$ cat src/rtl/booth_mult_seq.sv
// Sequential radix-2 Booth multiplier, signed or unsigned operands selected per operation.
// Latency: done pulses N_BITS+1 cycles after the accepted start; one product every N_BITS+2 cycles.
// Backpressure: none; start is accepted only in IDLE or DONE and is ignored while busy.
//
// Ports:
//   clk, rst     - clock (rising edge) and asynchronous active-high reset
//   start        - operation request, sampled when idle or in the done cycle
//   signed_mode  - 1 = two's complement operands/product, 0 = unsigned; sampled with start
//   mpd, mpr     - multiplicand (M_BITS) and multiplier (N_BITS), sampled with start
//   prod         - product register, valid with done and held until the next result
//   busy, done   - registered status: iterating / one-cycle result-valid pulse
module booth_mult_seq #(
    parameter int M_BITS   = 12,
    parameter int N_BITS   = 8,
    parameter int CNT_BITS = 4
) (
    input  logic                       clk,
    input  logic                       rst,
    input  logic                       start,
    input  logic                       signed_mode,
    input  logic [M_BITS-1:0]          mpd,
    input  logic [N_BITS-1:0]          mpr,
    output logic [M_BITS+N_BITS-1:0]   prod,
    output logic                       busy,
    output logic                       done
);

    localparam logic [1:0] S_IDLE = 2'd0;
    localparam logic [1:0] S_RUN  = 2'd1;
    localparam logic [1:0] S_DONE = 2'd2;

    localparam logic [M_BITS:0]   ONE_A  = 1;
    localparam logic [CNT_BITS-1:0] ONE_C = 1;
    // The final iteration is the one entered with count == N_BITS (N_BITS+1 iterations total,
    // because Q carries the extension bit as an extra multiplier digit).
    localparam logic [CNT_BITS-1:0] LAST_CNT = CNT_BITS'(N_BITS);

    logic [1:0]          state;
    logic [M_BITS:0]     a_reg;
    logic [M_BITS:0]     m_reg;
    logic [N_BITS:0]     q_reg;
    logic                q_1;
    logic [CNT_BITS-1:0] count;

    logic                load;
    logic [M_BITS:0]     a_sum;
    logic [M_BITS:0]     a_nxt;
    logic [N_BITS:0]     q_nxt;
    logic                q_1_nxt;

    assign load = start && ((state == S_IDLE) || (state == S_DONE));

    // Booth digit from {Q[0], Q_1}: 01 adds M, 10 subtracts M, otherwise A is kept.
    always_comb begin
        a_sum = a_reg;
        case ({q_reg[0], q_1})
            2'b01:   a_sum = a_reg + m_reg;
            2'b10:   a_sum = a_reg + (~m_reg) + ONE_A;
            default: a_sum = a_reg;
        endcase
    end

    // Arithmetic right shift of {A', Q, Q_1}: A's sign bit is replicated, old Q_1 falls off.
    assign {a_nxt, q_nxt, q_1_nxt} = {a_sum[M_BITS], a_sum, q_reg};

    always_ff @(posedge clk or posedge rst) begin
        if (rst) begin
            state <= S_IDLE;
            a_reg <= '0;
            m_reg <= '0;
            q_reg <= '0;
            q_1   <= 1'b0;
            count <= '0;
            prod  <= '0;
            busy  <= 1'b0;
            done  <= 1'b0;
        end else begin
            done <= 1'b0;
            if (load) begin
                // Extending both operands by one bit (sign or zero) lets the same
                // signed Booth datapath serve both modes.
                a_reg <= '0;
                m_reg <= {signed_mode & mpd[M_BITS-1], mpd};
                q_reg <= {signed_mode & mpr[N_BITS-1], mpr};
                q_1   <= 1'b0;
                count <= '0;
                busy  <= 1'b1;
                state <= S_RUN;
            end else if (state == S_RUN) begin
                a_reg <= a_nxt;
                q_reg <= q_nxt;
                q_1   <= q_1_nxt;
                count <= count + ONE_C;
                if (count == LAST_CNT) begin
                    // Low M_BITS+N_BITS bits of {A,Q}: all of Q plus the low M_BITS-1 bits of A.
                    prod  <= {a_nxt[M_BITS-2:0], q_nxt};
                    busy  <= 1'b0;
                    done  <= 1'b1;
                    state <= S_DONE;
                end
            end else if (state != S_IDLE) begin
                // DONE without a new start, or an unreachable encoding.
                state <= S_IDLE;
            end
        end
    end

endmodule

$ cat config.mk
export PLATFORM = sky130hd
export DESIGN_NAME = booth_mult_seq
export DESIGN_NICKNAME = d
export VERILOG_FILES = /design/src/rtl/booth_mult_seq.sv
export SDC_FILE = /design/constraint.sdc
export NUM_CORES = 1
export LEC_CHECK = 0
export ABC_AREA = 1
export CAP_MARGIN = 20
export CORE_MARGIN = 8
export CORE_UTILIZATION = 45
export CTS_BUF_LIST = sky130_fd_sc_hd__clkbuf_16
export DETAILED_ROUTE_END_ITERATION = 10
export GPL_TIMING_DRIVEN = 0
export PLACE_DENSITY = 0.66
export SETUP_SLACK_MARGIN = 0.2
export SYNTH_ARGS = -nofsm -noshare
export SYNTH_HDL_FRONTEND = slang
export SYNTH_SLANG_ARGS = --single-unit
$ cat constraint.sdc
create_clock -name clk -period 5.7 [get_ports clk]
set_input_delay 1.425 -clock clk [delete_from_list [all_inputs] [get_ports clk]]
set_output_delay 1.425 -clock clk [all_outputs]
set_load 0.02 [all_outputs]
==> results.yml, run 1 <==
status:
  status: "completed"
synth:
  seq_area_frac_synth_pct: 38.1
  yosysTopAreaCellShare_pct: 38.1
  async_flop_share_pct: 100
  yosys_warnings: 0
  syn_area_per_cell_um2: 7.23
  yosysTopAreaCell: "dfrtp_1"
  syn-num-nets: 627
  syn_inst: 573
  syn-cell-area_um2: 4140
  synth_flop_cell: "dfrtp_1"
  synth_cell_type_count: 30
  synth_area_leaders: "dfrtp_1 38%, nand2_1 15%, ha_1 8.5%"
  ys_ff_latch: 63
  synth_edf_count: 0
sta:
  slew_viol_final: 0
  period_needed_ps: 2910
  fmax_ghz: 0.343
  finClkSkew_ps: 8.51
  tns_ps: 0
  worst_pin_slew_ps: 633
  setup_violations: 0
  slew_headroom_pct: 57.7
  hold_viol: 0
  rsz0062_at_grt: "false"
  hold_ws_ps: 477
  post-route-period-util_pct: 51.1
layout:
  nets: 684
  largest_reg_flops: 20
  n_antenna_cell: 0
  final_cell_mix: "170 x nand2_1, 79 x inv_1, 63 x dfrtp_1"
  layout-drive-gt1-share_pct: 7.72
  areaGrowthSynthToFinish_pct: 21.9
  final_common_cell: "nand2_1"
clock_tree:
  cts.sinks: 63
  cts_tree: "built"
  cts_made_buffers: 9
  cts_hold_buffers: 0
  post_cts_buffers: 0
  cts.root.buffer_cell: "clkbuf_16"
  clk_latency_ps: 330
  h-tree-depth: 3
  clk_pin_slew_ps: 50
  clk_path_buf_depth: 2
  cts_resized: 0
route:
  wl_per_cell_um: 15.4
  routed_via_density: 5.29
  drt-pass1-iter-count: 4
  antenna_left: 0
  initialDrtViolationCount: 224
  drc: 0
  num_vias: 3943
  routed_wl_um: 11500
global_route:
  grt_pass1_wl_um: 19300
  grt_max_degree: 36
  gr-usage-all-layers_pct: 19.0
  grt.overflow.total: 0
  grt_pass1_vias: 3939
  antenna_found_initial: 0
floorplan:
  dieArea_um2: 12500
  die_x_um: 112
  core-area_um2: 9060
  start_util_pct: 45.7
  ios: 46
  fp-row-count: 35
  die-height_um: 112
setup_path:
  cp_common_cell: "nand2_1"
  path_cells: "clkdlybuf4s50_1, nand2_1, inv_1, clkbuf_1, nand2_1, o21ai_0"
  critPathArrivalTime_ps: 3160
  crit_fanout: 10
  crit_path_top_delay_cell: "clkbuf_1"
  cp-end-kind: "register"
  slowest_delay_ps: 510
  r2r_setup_slack_ps: 3510
  crit_type: "in2reg"
  cp_data_required_time_ps: 5940
  cp-start-kind: "input pin"
place:
  globalplace.congestion: 0.902
  dp_hpwl_um: 8850
  numPortBuffers: 45
min_path:
  hold_class: "reg2reg"
run:
  cap_viol_max_count: 0
through the flow:
step	setup slack (ps)	area (µm²)	util, %	std cells
finish	2790	5050	55.7	746
global route	2700	5050	55.7	746
CTS	2820	5050	55.7	746
detailed placement	2500	4750	52.4	730
global placement	1600	4730	52.2	729
floorplan	2710	4140	-	573
kinds of logic (layout without fill, tap and decap cells):
group           count (synthesis)  after routing  synth area share [%]
fa+ha+maj                      30             30                  9.43
compound gates                 84             84                  12.0
simple gates                  290            290                  29.6
buf+inv                       105            167                  10.7
xor+xnor                        1              1                 0.212
flops                          63             63                  38.1
Yosys cell counts, types with 2 or more instances:
cell type	count
clkbuf_1	6
buf_6	2
nand2_1	170
buf_4	6
nand4_1	6
dfrtp_1	63
o221ai_1	8
nor2_1	38
ha_1	28
inv_1	80
nand3_2	3
a21oi_1	15
inv_2	2
o22ai_1	4
a21oi_2	2
nand3_1	62
buf_2	8
o21ai_0	44
or2_2	6
fa_1	2
o211ai_1	4
o21bai_1	4
nor2_2	2
nor3_1	2
layer usage:
metal  GRT usage (%)  share of wire (%)  up-vias
li1                -                  -     1951
met1            24.9                 47     1874
met2            30.6                 45       96
met3            3.57                5.9       22
met4            6.75                2.1        0
met5               0                  0        -
worst paths after layout:
| kind | start | to | cells after the start |
|---|---|---|---|
| setup / recovery | start | m_reg[4]$_DFFE_PP0P_ | 6 |
| hold / removal | prod[7]$_DFFE_PP0P_ | prod[7]$_DFFE_PP0P_ | 2 |
| setup reg to reg | a_reg[0]$_DFFE_PP0P_ | prod[16]$_DFFE_PP0P_ | 13 |
| hold reg to reg | prod[7]$_DFFE_PP0P_ | prod[7]$_DFFE_PP0P_ | 2 |
| max in group asynchronous | rst | m_reg[11]$_DFFE_PP0P_ | 3 |
| min in group asynchronous | rst | prod[12]$_DFFE_PP0P_ | 2 |
area by class of cell:
type                       count  area (µm²)
buffer                        22         130
clock buffer                   9         225
clock inverter                 7        71.3
fill                         855        4020
inverter                      83         312
multi-input combinational    405        2120
sequential                    63        1580
tap                          111         139
timing repair buffer          46         470
critical path: cells and delay by family:
kind | cells | cell delay [ps]
buffers and inverters | 3 | 1250
AOI/OAI and AO/OA | 1 | 110
and+or+nand+nor | 2 | 370
Power of run 1 is not shown: default switching activity piles up to over one toggle a cycle in this logic, so the estimate is an artifact.
==> run 2: changes to the inputs <==
--- a/config.mk
+++ b/config.mk
@@ -12,7 +12,7 @@
 export CTS_BUF_LIST = sky130_fd_sc_hd__clkbuf_16
 export DETAILED_ROUTE_END_ITERATION = 10
 export GPL_TIMING_DRIVEN = 0
-export PLACE_DENSITY = 0.66
+export PLACE_DENSITY = 0.69
 export SETUP_SLACK_MARGIN = 0.2
 export SYNTH_ARGS = -nofsm -noshare
 export SYNTH_HDL_FRONTEND = slang
==> constraint.sdc (replaced) <==
create_clock -name clk -period 2.4 [get_ports clk]
set_input_delay 0.6 -clock clk [delete_from_list [all_inputs] [get_ports clk]]
set_output_delay 0.6 -clock clk [all_outputs]
set_load 0.02 [all_outputs]
==> run 2 against run 1 <==
Effect of this change: worst setup slack worse by 2400 ps; sequential share of layout area up 0.062 points; clock skew down 0.98 ps; highest routed layer unchanged; global-route usage down 0.83 points; sequential cell count unchanged; first-iteration DRC count up 5.4%.
==> results.yml, run 2 (same netlist as run 1, synthesis figures left out) <==
layout:
  nets: 684
  regArea_um2: 1580
  final_cell_mix: "170 x nand2_1, 78 x inv_1, 63 x dfrtp_1"
  areaGrowthSynthToFinish_pct: 21.6
  final_common_cell: "nand2_1"
  utilization_pct: 55.6
  multiInputGateArea_um2: 2130
  largest_reg_flops: 20
  layout-drive-gt1-share_pct: 7.90
  fill_cells: 851
  n_antenna_cell: 0
clock_tree:
  clk_latency_ps: 320
  h-tree-depth: 3
  cts_tree: "built"
  post_cts_buffers: 0
  cts_made_buffers: 9
  cts.root.buffer_cell: "clkbuf_16"
  cts.sinks: 63
  clk_pin_slew_ps: 50
  clk_path_buf_depth: 2
route:
  initialDrtViolationCount: 236
  drt-pass1-iter-count: 5
  met3WireLength_um: 591
  antenna_left: 0
  routed-wl-met2_um: 5280
  routed_wl_um: 11200
  num_vias: 3911
  wl_per_cell_um: 15.1
  drc: 0
  drt-met1-wl_um: 5220
  routed_via_density: 5.26
  highest_layer: "met4"
sta:
  setup_violations: 0
  slew_viol_final: 0
  post-route-period-util_pct: 85.4
  tns_ps: 0
  hold_viol: 0
  rsz0062_at_grt: "true"
  period_needed_ps: 2050
  fmax_ghz: 0.488
  slew_headroom_pct: 58.3
  worst_pin_slew_ps: 624
  finClkSkew_ps: 7.54
  setup_slack_ps: 350
  hold_ws_ps: 467
min_path:
  hold_class: "reg2reg"
setup_path:
  cp_data_required_time_ps: 2610
  cp_common_cell: "nand2_1"
  critPathArrivalTime_ps: 2260
  slowest_delay_ps: 420
  cp-start-kind: "register"
  crit_path_top_delay_cell: "dfrtp_1"
  crit_type: "reg2reg"
  cp-end-kind: "register"
  path_buf_inv: 1
  path_cells: "ha_1, buf_4, nor2_1, nand3_1, nand2_1, nand2_1, nand2_1, nand2_1, nand3_1, nand3_1, nand3_1, nand2_1"
  crit_fanout: 9
  crit_family: "simple AND/OR/NAND/NOR gates"
floorplan:
  dieArea_um2: 12500
  core-area_um2: 9060
  start_util_pct: 45.7
  fp-row-count: 35
  ios: 46
  die_x_um: 112
  die-height_um: 112
run:
  cap_viol_max_count: 0
global_route:
  grt_pass1_wl_um: 18400
  gr-usage-all-layers_pct: 18.2
  grt.overflow.total: 0
  antenna_found_initial: 0
  grt_pass1_vias: 3842
  grt_max_degree: 36
place:
  numPortBuffers: 45
  pre_cts_slack_ps: 36.8
  dp_hpwl_um: 8860
  globalplace.congestion: 0.898
status:
  status: "completed"
==> run 2: final cells by class <==
type                    count  share of cell area [%]
inverters                  83                    6.19
repair buffers             46                    9.34
clock inverters             5                    1.02
multi-input cells         405                    42.3
plain buffers              22                    2.58
well taps                 111                    2.76
flip-flops and latches     63                    31.3
clock buffers               9                    4.47
==> run 2: worst register-to-register path: stages (launching register included) <==
cell     delay (ps)
dfrtp_1         420
ha_1            320
buf_4           170
nor2_1          180
nand3_1         140
nand2_1         100
nand2_1          80
nand2_1          60
nand2_1          40
nand3_1          60
nand3_1         180
nand3_1         130
nand2_1          60
==> run 2: stage by stage <==
step,area [µm²],instances
final,5040,744
after global routing,5040,744
after CTS,5030,744
after detailed placement,4750,730
after global placement,4730,729
after floorplan,4140,573
==> run 2: final timing paths <==
kind	slack, ps	depth (start not counted)	startpoint	endpoint
min in group asynchronous	680	2	rst	q_reg[1]$_DFFE_PP0P_
min	470	1	count[3]$_DFFE_PP0P_	count[3]$_DFFE_PP0P_
max in group asynchronous	1110	3	rst	m_reg[4]$_DFFE_PP0P_
min reg2reg	470	1	count[3]$_DFFE_PP0P_	count[3]$_DFFE_PP0P_
max reg2reg	350	12	a_reg[3]$_DFFE_PP0P_	prod[17]$_DFFE_PP0P_
max	350	12	a_reg[3]$_DFFE_PP0P_	prod[17]$_DFFE_PP0P_
==> run 2: what timing repair did <==
action,in CTS,in global routing
hold buffers,0,0
endpoints found under the setup margin,0,8
gates resized for setup,0,5
endpoints found under the hold margin,0,0
==> run 2: per-layer routing <==
| layer | GRT usage [%] | vias up |
|---|---|---|
| met4 | 4.56 | 0 |
| met5 | 0 | - |
| li1 | - | 1952 |
| met3 | 4.98 | 10 |
| met1 | 23.2 | 1872 |
| met2 | 29.5 | 77 |
Power of run 2 is left out for the same reason.
==> run 3: changes to the inputs <==
--- a/config.mk
+++ b/config.mk
@@ -12,7 +12,7 @@
 export CTS_BUF_LIST = sky130_fd_sc_hd__clkbuf_16
 export DETAILED_ROUTE_END_ITERATION = 10
 export GPL_TIMING_DRIVEN = 0
-export PLACE_DENSITY = 0.69
+export PLACE_DENSITY = 0.66
 export SETUP_SLACK_MARGIN = 0.2
 export SYNTH_ARGS = -nofsm -noshare
 export SYNTH_HDL_FRONTEND = slang
==> constraint.sdc (replaced) <==
create_clock -name clk -period 2.3 [get_ports clk]
set_input_delay 0.575 -clock clk [delete_from_list [all_inputs] [get_ports clk]]
set_output_delay 0.575 -clock clk [all_outputs]
set_load 0.02 [all_outputs]
==> run 3 against run 2 <==
Effect of this change: die area unchanged; clock skew about the same; worst hold slack improved by 12 ps; first-iteration DRC count down 5.9%; cell count up 1.2%; worst setup slack lost 87 ps; critical path depth is 1 higher; register-to-register slack worse by 90 ps; wire length rose by 3.0%.
==> results.yml, run 3 (same netlist as run 1, synthesis figures left out) <==
floorplan:
  ios: 46
  start_util_pct: 45.7
  fp-row-count: 35
  dieArea_um2: 12500
  core-area_um2: 9060
  die_x_um: 112
  die-height_um: 112
route:
  initialDrtViolationCount: 222
  wl_per_cell_um: 15.3
  antenna_left: 0
  drc: 0
  routed_via_density: 5.25
  drt-pass1-iter-count: 4
  num_vias: 3950
  routed_wl_um: 11500
sta:
  worst_pin_slew_ps: 600
  post-route-period-util_pct: 88.6
  period_needed_ps: 2040
  slew_viol_final: 0
  finClkSkew_ps: 7.90
  rsz0062_at_grt: "true"
  setup_slack_ps: 263
  fmax_ghz: 0.491
  tns_ps: 0
  slew_headroom_pct: 59.9
  setup_violations: 0
  hold_viol: 0
setup_path:
  rr_endpoint: "prod[17]$_DFFE_PP0P_"
  critPathArrivalTime_ps: 2250
  crit_fanout: 9
  cp-end-kind: "register"
  r2r_setup_slack_ps: 260
  cp_data_required_time_ps: 2510
  cp-start-kind: "register"
  reg2reg_depth: 13
  reg2reg_from: "a_reg[2]$_DFFE_PP0P_"
  crit_type: "reg2reg"
layout:
  layout-drive-gt1-share_pct: 12.1
  final_common_cell: "nand2_1"
  final_cell_mix: "170 x nand2_1, 76 x inv_1, 63 x dfrtp_1"
  nets: 691
  largest_reg_flops: 20
  fill_cells: 851
  n_antenna_cell: 0
  areaGrowthSynthToFinish_pct: 25.3
  fin_area_um2: 5190
clock_tree:
  cts_tree: "built"
  clk_latency_ps: 330
  cts.sinks: 63
  clk_path_buf_depth: 2
  cts.root.buffer_cell: "clkbuf_16"
  cts_made_buffers: 9
  clk_pin_slew_ps: 60
  h-tree-depth: 3
place:
  globalplace.congestion: 0.908
  dp_hpwl_um: 8900
  dpl_cell_area_um2: 4750
  pre_cts_slack_ps: -91.4
  numPortBuffers: 45
global_route:
  grt_max_degree: 39
  gr-usage-all-layers_pct: 18.7
  grt.overflow.total: 0
  grt_pass1_vias: 3881
  antenna_found_initial: 0
  grt_pass1_wl_um: 18900
min_path:
  hold_class: "reg2reg"
  min_from: "prod[7]$_DFFE_PP0P_"
  holdPathStages: 2
  hold_end: "prod[7]$_DFFE_PP0P_"
run:
  cap_viol_max_count: 0
status:
  status: "completed"
==> run 3: cell types whose count changed in the layout (fill, tap and decap cells not counted), moves of 3 or more <==
cell,before,now
clkinvlp_4,0,3
nand3_1,61,55
a21oi_1,15,12
o21ai_1,1,4
o21ai_0,43,40
nor2_1,37,34
buf_4,6,13
nand3_2,4,10
==> run 3: per-layer routing <==
layer / global-route usage, % / wire [µm] / vias up
met3: 3.14 / 614 / 10
met2: 30.5 / 5420 / 90
met1: 24.7 / 5390 / 1881
met5: 0 / 0 / -
li1: - / - / 1969
met4: 5.74 / 111 / 0
==> run 3: cell type report <==
class	instances	area (µm²)	share of cell area, %
tap	111	139	2.68
multi-input combinational	405	2200	42.3
buffer	22	135	2.60
timing repair buffer	53	523	10.1
sequential	63	1580	30.4
inverter	83	315	6.08
clock inverter	7	78.8	1.52
clock buffer	9	225	4.34
==> run 3: critical path: stages (launching register included) <==
cell     delay [ps]
dfrtp_1         420
ha_1            290
buf_4           160
inv_2            60
nor2_2          150
inv_1            60
nand3_1         100
nand2_1          90
nand2_1         100
nand3_1          70
nand3_1          80
nand3_1         150
nand3_1         130
nand2_1          60
==> run 3: worst max-delay path by stage <==
stage                    startpoint                   end  depth (start not counted)  slack (ps)
2_1_floorplan  a_reg[0]$_DFFE_PP0P_  a_reg[5]$_DFFE_PP0P_                         13         530
3_3_place_gp                  start  m_reg[4]$_DFFE_PP0P_                          6         -20
3_5_place_dp                  start  m_reg[4]$_DFFE_PP0P_                          6         -90
4_1_cts        a_reg[0]$_DFFE_PP0P_  prod[14]$_DFFE_PP0P_                         13         210
5_1_grt        m_reg[1]$_DFFE_PP0P_  a_reg[6]$_DFFE_PP0P_                         12         150
6_report       a_reg[2]$_DFFE_PP0P_  prod[17]$_DFFE_PP0P_                         13         260
==> run 3: timing repair <==
action	4_1_cts	5_1_grt
hold buffers	0	0
resized for setup	3	27
buffers inserted	0	7
endpoints found under the setup margin	6	26
cloned	0	0
==> run 3: through the flow <==
stage	utilization [%]	hold slack, ps	cells
6_report	57.2	479	753
5_1_grt	57.2	503	753
4_1_cts	55.8	481	746
3_5_place_dp	52.4	464	730
3_3_place_gp	52.2	450	729
2_1_floorplan	-	435	573
Power of run 3 is left out for the same reason.
